[src/rtl/inst_fetch_unit_if.sv]
// Fetch-unit bus bundle: instruction-memory port, decoder offer port and branch controls.
// The master modport is the fetch unit; the slave modport is memory plus decoder.
interface inst_fetch_unit_if #(
  parameter int unsigned PC_W  = 8,
  parameter int unsigned OFF_W = 6
);
  localparam int unsigned INSTR_W = 17;

  logic [PC_W-1:0]    imem_addr;
  logic               imem_req;
  logic               imem_ack;
  logic [INSTR_W-1:0] imem_rdata;
  logic [INSTR_W-1:0] instr_out;
  logic               instr_valid;
  logic               instr_ready;
  logic               br_valid;
  logic [1:0]         BS;
  logic               PS;
  logic               Z;
  logic               N;
  logic [OFF_W-1:0]   br_offset;
  logic [PC_W-1:0]    jr_target;
  logic [PC_W-1:0]    pc_out;
  logic               fetch_err;

  modport master (
    output imem_addr, imem_req, instr_out, instr_valid, pc_out, fetch_err,
    input  imem_ack, imem_rdata, instr_ready, br_valid, BS, PS, Z, N, br_offset, jr_target
  );

  modport slave (
    input  imem_addr, imem_req, instr_out, instr_valid, pc_out, fetch_err,
    output imem_ack, imem_rdata, instr_ready, br_valid, BS, PS, Z, N, br_offset, jr_target
  );
endinterface

[src/rtl/inst_fetch_unit.sv]
// Non-pipelined instruction fetch: fetch one word, offer it to the decoder,
// then resolve the next PC from the decoder's branch controls and Z/N flags.
module inst_fetch_unit #(
  parameter int unsigned PC_W     = 8,
  parameter int unsigned OFF_W    = 6,
  parameter int unsigned RESET_PC = 0,
  parameter int unsigned TIMEOUT  = 16
) (
  input  logic                 clk,
  input  logic                 rst,
  inst_fetch_unit_if.master    bus
);
  localparam int unsigned INSTR_W = 17;
  localparam int unsigned CNT_W   = $clog2(TIMEOUT + 1) + 1;

  localparam logic [2:0] S_IDLE    = 3'd0;
  localparam logic [2:0] S_FETCH   = 3'd1;
  localparam logic [2:0] S_OFFER   = 3'd2;
  localparam logic [2:0] S_RESOLVE = 3'd3;
  localparam logic [2:0] S_ERROR   = 3'd4;

  logic [2:0]         r_state, w_state_nxt;
  logic [PC_W-1:0]    r_pc, w_pc_nxt;
  logic [INSTR_W-1:0] r_instr, w_instr_nxt;
  logic [CNT_W-1:0]   r_tmo_cnt, w_tmo_cnt_nxt;
  logic               r_imem_req, r_instr_valid, r_fetch_err;
  logic [PC_W-1:0]    w_pc_inc, w_off_ext, w_br_target;
  logic               w_cond, w_tmo_hit;

  // Timeout fires on the FETCH cycle that would bring the miss count up to TIMEOUT.
  assign w_tmo_hit = (TIMEOUT != 0) && (r_tmo_cnt == CNT_W'(TIMEOUT - 1));

  // Branch target; all arithmetic wraps modulo 2^PC_W.
  always_comb begin
    w_pc_inc  = r_pc + PC_W'(1);
    w_off_ext = PC_W'($signed(bus.br_offset));
    w_cond    = bus.PS ? bus.N : bus.Z;
    case (bus.BS)
      2'b00:   w_br_target = w_pc_inc;
      2'b01:   w_br_target = w_cond ? (w_pc_inc + w_off_ext) : w_pc_inc;
      2'b10:   w_br_target = bus.jr_target;
      default: w_br_target = w_pc_inc + w_off_ext;
    endcase
  end

  always_comb begin
    w_state_nxt   = r_state;
    w_pc_nxt      = r_pc;
    w_instr_nxt   = r_instr;
    w_tmo_cnt_nxt = r_tmo_cnt;
    case (r_state)
      S_IDLE: begin
        w_state_nxt   = S_FETCH;
        w_tmo_cnt_nxt = '0;
      end
      S_FETCH: begin
        if (bus.imem_ack) begin
          w_instr_nxt = bus.imem_rdata;
          w_state_nxt = S_OFFER;
        end else if (w_tmo_hit) begin
          w_state_nxt = S_ERROR;
        end else begin
          w_tmo_cnt_nxt = r_tmo_cnt + CNT_W'(1);
        end
      end
      S_OFFER: begin
        if (bus.instr_ready) w_state_nxt = S_RESOLVE;
      end
      S_RESOLVE: begin
        if (bus.br_valid) begin
          w_pc_nxt      = w_br_target;
          w_state_nxt   = S_FETCH;
          w_tmo_cnt_nxt = '0;
        end
      end
      S_ERROR: w_state_nxt = S_ERROR;
      default: w_state_nxt = S_IDLE;
    endcase
  end

  // Handshake outputs are registered alongside the state they belong to.
  always_ff @(posedge clk) begin
    if (rst) begin
      r_state       <= S_IDLE;
      r_pc          <= PC_W'(RESET_PC);
      r_instr       <= '0;
      r_tmo_cnt     <= '0;
      r_imem_req    <= 1'b0;
      r_instr_valid <= 1'b0;
      r_fetch_err   <= 1'b0;
    end else begin
      r_state       <= w_state_nxt;
      r_pc          <= w_pc_nxt;
      r_instr       <= w_instr_nxt;
      r_tmo_cnt     <= w_tmo_cnt_nxt;
      r_imem_req    <= (w_state_nxt == S_FETCH);
      r_instr_valid <= (w_state_nxt == S_OFFER);
      r_fetch_err   <= (w_state_nxt == S_ERROR);
    end
  end

  assign bus.imem_addr   = r_pc;
  assign bus.imem_req    = r_imem_req;
  assign bus.instr_out   = r_instr;
  assign bus.instr_valid = r_instr_valid;
  assign bus.pc_out      = r_pc;
  assign bus.fetch_err   = r_fetch_err;
endmodule

[src/flat_wrapper.sv]
// flat-port wrapper written by rule: the top's interface ports become plain ports
module inst_fetch_unit_flat 
#(
  parameter int unsigned PC_W     = 8,
  parameter int unsigned OFF_W    = 6,
  parameter int unsigned RESET_PC = 0,
  parameter int unsigned TIMEOUT  = 16
)
  (clk, rst, bus_imem_addr, bus_imem_req, bus_instr_out, bus_instr_valid, bus_pc_out, bus_fetch_err, bus_imem_ack, bus_imem_rdata, bus_instr_ready, bus_br_valid, bus_BS, bus_PS, bus_Z, bus_N, bus_br_offset, bus_jr_target);
  inst_fetch_unit_if #(.PC_W(PC_W), .OFF_W(OFF_W)) bus_i ();
  input  logic clk;
  input  logic rst;
  output wire logic [$bits(bus_i.imem_addr)-1:0] bus_imem_addr;
  output wire logic [$bits(bus_i.imem_req)-1:0] bus_imem_req;
  output wire logic [$bits(bus_i.instr_out)-1:0] bus_instr_out;
  output wire logic [$bits(bus_i.instr_valid)-1:0] bus_instr_valid;
  output wire logic [$bits(bus_i.pc_out)-1:0] bus_pc_out;
  output wire logic [$bits(bus_i.fetch_err)-1:0] bus_fetch_err;
  input wire logic [$bits(bus_i.imem_ack)-1:0] bus_imem_ack;
  input wire logic [$bits(bus_i.imem_rdata)-1:0] bus_imem_rdata;
  input wire logic [$bits(bus_i.instr_ready)-1:0] bus_instr_ready;
  input wire logic [$bits(bus_i.br_valid)-1:0] bus_br_valid;
  input wire logic [$bits(bus_i.BS)-1:0] bus_BS;
  input wire logic [$bits(bus_i.PS)-1:0] bus_PS;
  input wire logic [$bits(bus_i.Z)-1:0] bus_Z;
  input wire logic [$bits(bus_i.N)-1:0] bus_N;
  input wire logic [$bits(bus_i.br_offset)-1:0] bus_br_offset;
  input wire logic [$bits(bus_i.jr_target)-1:0] bus_jr_target;
  assign bus_imem_addr = bus_i.imem_addr;
  assign bus_imem_req = bus_i.imem_req;
  assign bus_instr_out = bus_i.instr_out;
  assign bus_instr_valid = bus_i.instr_valid;
  assign bus_pc_out = bus_i.pc_out;
  assign bus_fetch_err = bus_i.fetch_err;
  assign bus_i.imem_ack = bus_imem_ack;
  assign bus_i.imem_rdata = bus_imem_rdata;
  assign bus_i.instr_ready = bus_instr_ready;
  assign bus_i.br_valid = bus_br_valid;
  assign bus_i.BS = bus_BS;
  assign bus_i.PS = bus_PS;
  assign bus_i.Z = bus_Z;
  assign bus_i.N = bus_N;
  assign bus_i.br_offset = bus_br_offset;
  assign bus_i.jr_target = bus_jr_target;
  inst_fetch_unit #(.PC_W(PC_W), .OFF_W(OFF_W), .RESET_PC(RESET_PC), .TIMEOUT(TIMEOUT)) u_core (.clk(clk), .rst(rst), .bus(bus_i));
endmodule
[config.mk]
export PLATFORM = sky130hd
export DESIGN_NAME = inst_fetch_unit_flat
export DESIGN_NICKNAME = d
export VERILOG_FILES = /design/src/rtl/inst_fetch_unit_if.sv /design/src/rtl/inst_fetch_unit.sv /design/src/flat_wrapper.sv
export SDC_FILE = /design/constraint.sdc
export NUM_CORES = 1
export LEC_CHECK = 0
export BUFFER_PORTS_ARGS = -buffer_cell sky130_fd_sc_hd__clkbuf_2
export CAP_MARGIN = 20
export CORE_UTILIZATION = 49
export DETAILED_ROUTE_END_ITERATION = 8
export GPL_TIMING_DRIVEN = 0
export PLACE_DENSITY = 0.85
export REMOVE_ABC_BUFFERS = 1
export SETUP_SLACK_MARGIN = 0.15
export SLEW_MARGIN = 20
export SYNTH_ARGS = -nofsm -noshare
export SYNTH_HDL_FRONTEND = slang
export SYNTH_SLANG_ARGS = --single-unit
export TNS_END_PERCENT = 50
[constraint.sdc]
create_clock -name clk -period 2.9 [get_ports clk]
set_clock_uncertainty 0.2 [all_clocks]
set_input_delay 0.145 -clock clk [delete_from_list [all_inputs] [get_ports clk]]
set_output_delay 0.145 -clock clk [all_outputs]
set_load 0.05 [all_outputs]
==> results of run 1 <==
[where the power goes]
group / internal (uW) / switching [uW] / leakage [uW]
clock: 188 / 169 / 0.0000443
sequential: 528 / 21.2 / 0.000303
combinational: 104 / 176 / 0.000830
total: 821 / 366 / 0.00118
[cells by family after synthesis]
kind of cell | Yosys count
flops | 37
compound gates | 71
fa+ha+maj | 11
simple gates | 90
buf+inv | 26
xor+xnor | 17
mux | 2
[flip-flops by register name, summed over array words and instances (netlist names)]
name / flops
u_core.r_state: 3
u_core.bus.instr_out: 17
u_core.bus.imem_req: 1
u_core.r_tmo_cnt: 6
u_core.bus.fetch_err: 1
u_core.bus.instr_valid: 1
u_core.bus.imem_addr: 8
[area by class of cell]
class,instances,area (sq um)
tap,50,62.6
timing repair buffer,93,551
fill,308,1350
clock buffer,7,86.3
sequential,37,748
multi-input combinational,191,1230
inverter,7,26.3
[worst max path at each step]
stage,from,to,cells after the start
2_1_floorplan,u_core.bus.imem_addr[0],u_core.bus.imem_addr[7],10
5_1_grt,u_core.bus.imem_addr[0],u_core.bus.imem_addr[7],10
6_report,u_core.bus.imem_addr[0],u_core.bus.imem_addr[7],10
4_1_cts,u_core.bus.imem_addr[0],u_core.bus.imem_addr[7],10
3_5_place_dp,u_core.bus.imem_addr[0],u_core.bus.imem_addr[7],10
3_3_place_gp,u_core.bus.imem_addr[0],u_core.bus.imem_addr[7],10
[through the flow]
| stage | setup TNS (ns) | utilization, % |
|---|---|---|
| after detailed placement | 0 | 59.9 |
| after CTS | 0 | 66.4 |
| after floorplan | -0.566 | - |
| after global routing | 0 | 66.8 |
| after global placement | 0 | 59.9 |
| final | 0 | 66.8 |
[layout by cell type (no fill, tap or decap), types with 3 or more instances in the layout]
cell / synthesis / routed
sky130_fd_sc_hd__nand2_1: 43 / 43
sky130_fd_sc_hd__a22oi_1: 7 / 7
sky130_fd_sc_hd__o21ai_0: 11 / 10
sky130_fd_sc_hd__a211oi_1: 4 / 4
sky130_fd_sc_hd__dlygate4sd3_1: 0 / 17
sky130_fd_sc_hd__a22o_1: 3 / 3
sky130_fd_sc_hd__xnor2_1: 14 / 13
sky130_fd_sc_hd__clkbuf_2: 0 / 76
sky130_fd_sc_hd__nor3_1: 7 / 7
sky130_fd_sc_hd__inv_1: 7 / 7
sky130_fd_sc_hd__a21oi_1: 26 / 26
sky130_fd_sc_hd__dfxtp_1: 37 / 35
sky130_fd_sc_hd__nand3_1: 6 / 6
sky130_fd_sc_hd__ha_1: 10 / 9
sky130_fd_sc_hd__nor2_1: 21 / 21
sky130_fd_sc_hd__clkbuf_8: 0 / 6
[worst min-delay path, stage by stage]
cell                       delay (ns)
sky130_fd_sc_hd__clkbuf_2        0.08
sky130_fd_sc_hd__nor2_1          0.05
sky130_fd_sc_hd__a22oi_1         0.14
sky130_fd_sc_hd__nor4_1          0.06
[repair_timing]
item / in CTS / in global routing
hold buffers: 17 / 0
gates resized for setup: 3 / 5
cloned: 0 / 0
hold endpoints to repair: 17 / 0
pin swaps: 0 / 1
setup endpoints to repair: 1 / 1
[per-layer routing]
metal / track usage [%] / part of all wire, % / up-vias
met5: 0 / 0 / -
met4: 7.71 / 1.4 / 0
met3: 7.09 / 6.5 / 13
met2: 39.3 / 47 / 69
met1: 27.2 / 45 / 905
li1: - / - / 1045
==> run metrics, run 1 <==
status completed; cell count after placement 361; distinct cell type count of the synthesized netlist 48; area share of the leading cell type in the synthesized netlist a little over a third; clock transition time at the flip-flop clock pins of the worst setup and hold paths 0.07 ns; Cell Area, Synth 2090 sq um; async set-or-reset flop fraction in the synthesized netlist 0%; Syn Area/Cell 8.24 sq um; first-iteration detailed-routing DRC count 95; detailed placer's ending HPWL 3.40 mm; post-layout instance area 2710 sq um; number of setup violations in the final report 0; cell family contributing the most delay on the critical path compound AO/OA/AOI/OAI gates; post-layout instance count excluding filler cells 385; destination of the worst hold path u_core.bus.instr_valid; Root Buffer Master sky130_fd_sc_hd__clkbuf_8; total global routing track utilization between 20% and 30%; placeable core region 4060 sq um; power density over the cells 438 nW/um^2; critical path required time between 2 and 3 ns; maximum buffer depth of the clock tree 2; most common cell in the netlist sky130_fd_sc_hd__nand2_1; largest stage delay on the critical path 0.39 ns; crit-path cells ha_2 > nand3_1 > xnor2_2 > ha_1 > a21oi_1 > nand2_1 > a31oi_2 > o21ai_1 > xnor2_1 > a311o_1; Synthesis Warnings 0; sequential-to-total area share from yosys stat 35.4%; effective utilization at floorplan about half; pre-CTS setup slack 0.0494 ns; post-synthesis share of cell area spent on full adders, half adders and majority gates 6.94%; number of I/O pins 77; Arr. time, crit path 2.60 ns; endpoint kind of the worst setup timing path flip-flop; cell count after synthesis 254; worst flop-to-flop path endpoint u_core.bus.imem_addr[7]; clock sink count 37; share of final-layout standard cells stronger than drive strength 1 29.6%; mean number of vias per cell approximately 5.3; total of buffers placed on input and output ports 76; drt pass-1 iters 4; #FFs+latches synth 37; path type of the worst setup path reg2reg; post-synthesis xor/xnor area fraction 7.48%; CP Max Fanout 8; later-pin clock latency in the skew report 0.29 ns; pin slew with the least headroom to its limit 0.996 ns; Register-to-Register Setup Slack ~0.28 ns; number of rows created at floorplan 23; placer congestion estimate 0.869; Worst VDD drop 0.328 mV; wire per inst 12.9 microns; final period utilization 90.5%; number of cells on the worst hold path 4; reg2reg start u_core.bus.imem_addr[0]; CTS H-Tree Depth 2; max-capacitance violation count 0; Antenna diodes 0; area share of and/or/nand/nor cells after synthesis 19.6%; die outline height 67.3 microns; synth cell count leaders sky130_fd_sc_hd__nand2_1 (43), sky130_fd_sc_hd__dfxtp_1 (37), sky130_fd_sc_hd__a21oi_1 (26), sky130_fd_sc_hd__nor2_1 (21), sky130_fd_sc_hd__xnor2_1 (14); Net count, final between 300 and 400; hold crit path type in2reg; DRC violations left 0; number of clock buffers inserted by TritonCTS 5; die footprint approximately 4500 sq um; final total power 1190 uW; antenna violations before repair 0; die width 67.3 microns; pin count of the biggest net entering global routing 36; slowest CP cell sky130_fd_sc_hd__dfxtp_4; RSZ-0062 raised after global routing no; total congestion overflow 0; hold_ws about 0.028 ns; largest family of logic cells by synthesized area compound AO/OA/AOI/OAI gates; clock period minus final worst setup slack about 2.6 ns; number of routed nets with antenna violations 0; via count of the first global-routing pass 1823; depth of the worst register-to-register path 10; most instantiated flip-flop cell in the synthesis netlist sky130_fd_sc_hd__dfxtp_1; count of endpoints failing hold in the final timing report 0; dominant cells by area after synthesis sky130_fd_sc_hd__dfxtp_1 (35%), sky130_fd_sc_hd__nand2_1 (7.7%), sky130_fd_sc_hd__a21oi_1 (6.2%), sky130_fd_sc_hd__ha_1 (6.0%), sky130_fd_sc_hd__xnor2_1 (5.9%); number of enable-type register cells in the synthesized netlist 0; headroom to the max-slew limit 33.3%; Post-CTS Setup Bufs 0; Hold Crit Start bus_instr_ready; biggest area consumer among synthesized cells sky130_fd_sc_hd__dfxtp_1; buffers and inverters on the worst path 0; total placed instance area 2430 sq um; via count 2032; Max Transition Viols Final 0; detailed-route wire length 4.96 mm; share of the synthesized area in compound gates (AO/OA/AOI/OAI) 23.3%; sort of element at the start of the critical path flip-flop; Area Growth Syn to Fin 29.5%; first-pass GRT wire length approximately 7.9 mm; maximum frequency from static timing analysis 381 MHz; multiplexer area fraction after synthesis roughly 1%; setup slack after layout 0.277 ns; reported leakage power 0.00118 uW; clock tree from TritonCTS yes
Note: power is estimated with default switching activity, not from simulation.
==> run 2: changes to the inputs <==
Settings changed: CORE_UTILIZATION 49 to 44, PLACE_DENSITY 0.85 to 0.81.
Clock period 2.9 ns to 2.3 ns, I/O delays scaled along.
==> run 2 against run 1 <==
Critical path type unchanged. Global-route usage shrank 0.72 points. Fmax increased by 10%. Critical path depth is the same. The run now ends with DRC, setup timing left. First-iteration DRC count increased by 78%.
==> run metrics, run 2 (same netlist as run 1, synthesis figures left out) <==
clock sink count 37; number of cells on the critical path 10; pin count of the biggest net entering global routing 36; via count of the first global-routing pass 2023; reported leakage power approximately 0.0012 uW; crit-path cells buf_4 > nand3_2 > xnor2_2 > ha_4 > buf_4 > a31oi_4 > buf_6 > xnor2_2 > a22oi_1 > a211oi_1; placeable core region 4470 sq um; pin slew with the least headroom to its limit 0.733 ns; count of endpoints failing hold in the final timing report 0; hold crit path type in2reg; number of rows created at floorplan 24; sort of element at the start of the critical path flip-flop; CP Max Fanout 6; drt pass-1 iters 7; final sum of negative setup slack -0.231 ns; mean number of vias per cell roughly 5.6; RSZ-0062 raised after global routing yes; number of flip-flops in the largest register 17; headroom to the max-slew limit 51.1%; endpoint kind of the worst setup timing path flip-flop; reg2reg start u_core.bus.imem_addr[1]; number of cells on the worst hold path 4; hold_ws 0.0108 ns; Area Growth Syn to Fin 40.4%; capturing element of the worst setup path u_core.bus.imem_addr[5]; final period utilization 103%; CTS H-Tree Depth 2; number of I/O pins 77; effective utilization at floorplan 46.8%; first-iteration detailed-routing DRC count 169; Antenna diodes 0; cell family contributing the most delay on the critical path compound AO/OA/AOI/OAI gates; first-pass GRT wire length 8.91 mm; clock period minus final worst setup slack about 2.4 ns; final total power 1610 uW; clock tree from TritonCTS yes; share of final-layout standard cells stronger than drive strength 1 37.0%; path type of the worst setup path reg2reg; clock network power share 32.0%; Max Transition Viols Final 0; largest stage delay on the critical path 0.38 ns; top library cells by usage in the layout, fill and taps aside sky130_fd_sc_hd__clkbuf_2 (76), sky130_fd_sc_hd__nand2_1 (42), sky130_fd_sc_hd__dfxtp_1 (32); Root Buffer Master sky130_fd_sc_hd__clkbuf_8; setup slack after layout -0.0787 ns; wire per inst about 15 microns; maximum frequency from static timing analysis 420 MHz; die footprint 5030 sq um; total global routing track utilization 22.3%; buffers and inverters on the worst path 3; maximum buffer depth of the clock tree 2; failing checks DRC, setup timing; cell count after placement 363; total congestion overflow 0; commonest non-fill, non-tap cell in the layout sky130_fd_sc_hd__clkbuf_2; number of setup violations in the final report 4; via count 2206; total of buffers placed on input and output ports 76; detailed placer's ending HPWL 3.52 mm; switching fraction of total power 31.9%; DRC violations left 9; combinational cell fraction of total power about 25%; Net count, final between 300 and 400; later-pin clock latency in the skew report 0.30 ns; die width 71.0 microns; total net switching power approximately 510 uW; worst flop-to-flop path endpoint u_core.bus.imem_addr[5]; post-layout instance count excluding filler cells about 400; pre-CTS setup slack -0.593 ns; internal power 1090 uW; beginning of the critical path u_core.bus.imem_addr[1]; detailed-route wire length a little over 6 mm; slowest CP cell sky130_fd_sc_hd__dfxtp_4; status finished, violations left; Register-to-Register Setup Slack -0.08 ns; placer congestion estimate 0.869; power density over the cells between 500 and 600 nW/um^2; critical path required time 2.30 ns; sequential cell fraction of total power 43.2%; antenna violations before repair 0; Arr. time, crit path around 2.4 ns; die outline height 71.0 microns; clock transition time at the flip-flop clock pins of the worst setup and hold paths approximately 0.080 ns; number of routed nets with antenna violations 0; max-capacitance violation count 0; depth of the worst register-to-register path 10; number of clock buffers inserted by TritonCTS 5; Worst VDD drop 0.198 mV
==> run 2: worst min path at each step <==
stage / startpoint / to / slack [ns]
after detailed placement: bus_imem_rdata[16] / u_core.bus.instr_out[16] / 0.15
after global routing: bus_br_valid / u_core.r_state[1] / 0.04
after floorplan: rst / u_core.bus.instr_out[0] / -0.02
final: bus_br_valid / u_core.r_state[1] / 0.01
after CTS: bus_jr_target[6] / u_core.bus.imem_addr[6] / 0.006
after global placement: bus_imem_rdata[3] / u_core.bus.instr_out[3] / 0.14
==> run 2: repair_timing <==
item / 4_1_cts / 5_1_grt
buffers inserted: 5 / 1
gates cloned: 0 / 0
hold buffers: 18 / 0
resized for setup: 20 / 20
hold endpoints to repair: 19 / 0
setup endpoints to repair: 5 / 25
pin swaps: 17 / 13
==> run 2: power by group through the flow <==
stage          combinational (uW)  clock, uW  sequential (uW)
2_1_floorplan                 136          0              794
3_3_place_gp                  322          0              706
3_5_place_dp                  328          0              708
4_1_cts                       366        521              691
5_1_grt                       427        547              696
6_report                      398        514              693
==> run 2: layer usage <==
metal	track usage, %	vias up	routed length (microns)
met5	0	-	0
met4	9.78	0	206
met3	4.70	23	393
met2	40.0	99	2980
met1	25.6	1016	2500
li1	-	1068	-
==> run 2: through the flow <==
stage,instance area [sq um],utilization [%]
5_1_grt,2940,65.7
3_3_place_gp,2430,54.3
6_report,2940,65.7
4_1_cts,2820,63.0
3_5_place_dp,2430,54.3
2_1_floorplan,1990,-
==> run 2: cell type report <==
class,instances,area (sq um)
well taps,52,65.1
clock inverters,1,8.76
flip-flops and latches,37,752
inverters,7,26.3
repair buffers,100,609
multi-input cells,191,1380
clock buffers,7,96.3
fillers,340,1540
==> run 2: worst reg2reg max path: cells and delay by family (launching register included) <==
kind	cells	cell delay [ns]
DFF	1	0.38
AOI/OAI and AO/OA	3	0.50
xor gates and xnor gates	2	0.39
adders and majority gates	1	0.26
and+or+nand+nor	1	0.11
buffers and inverters	3	0.44
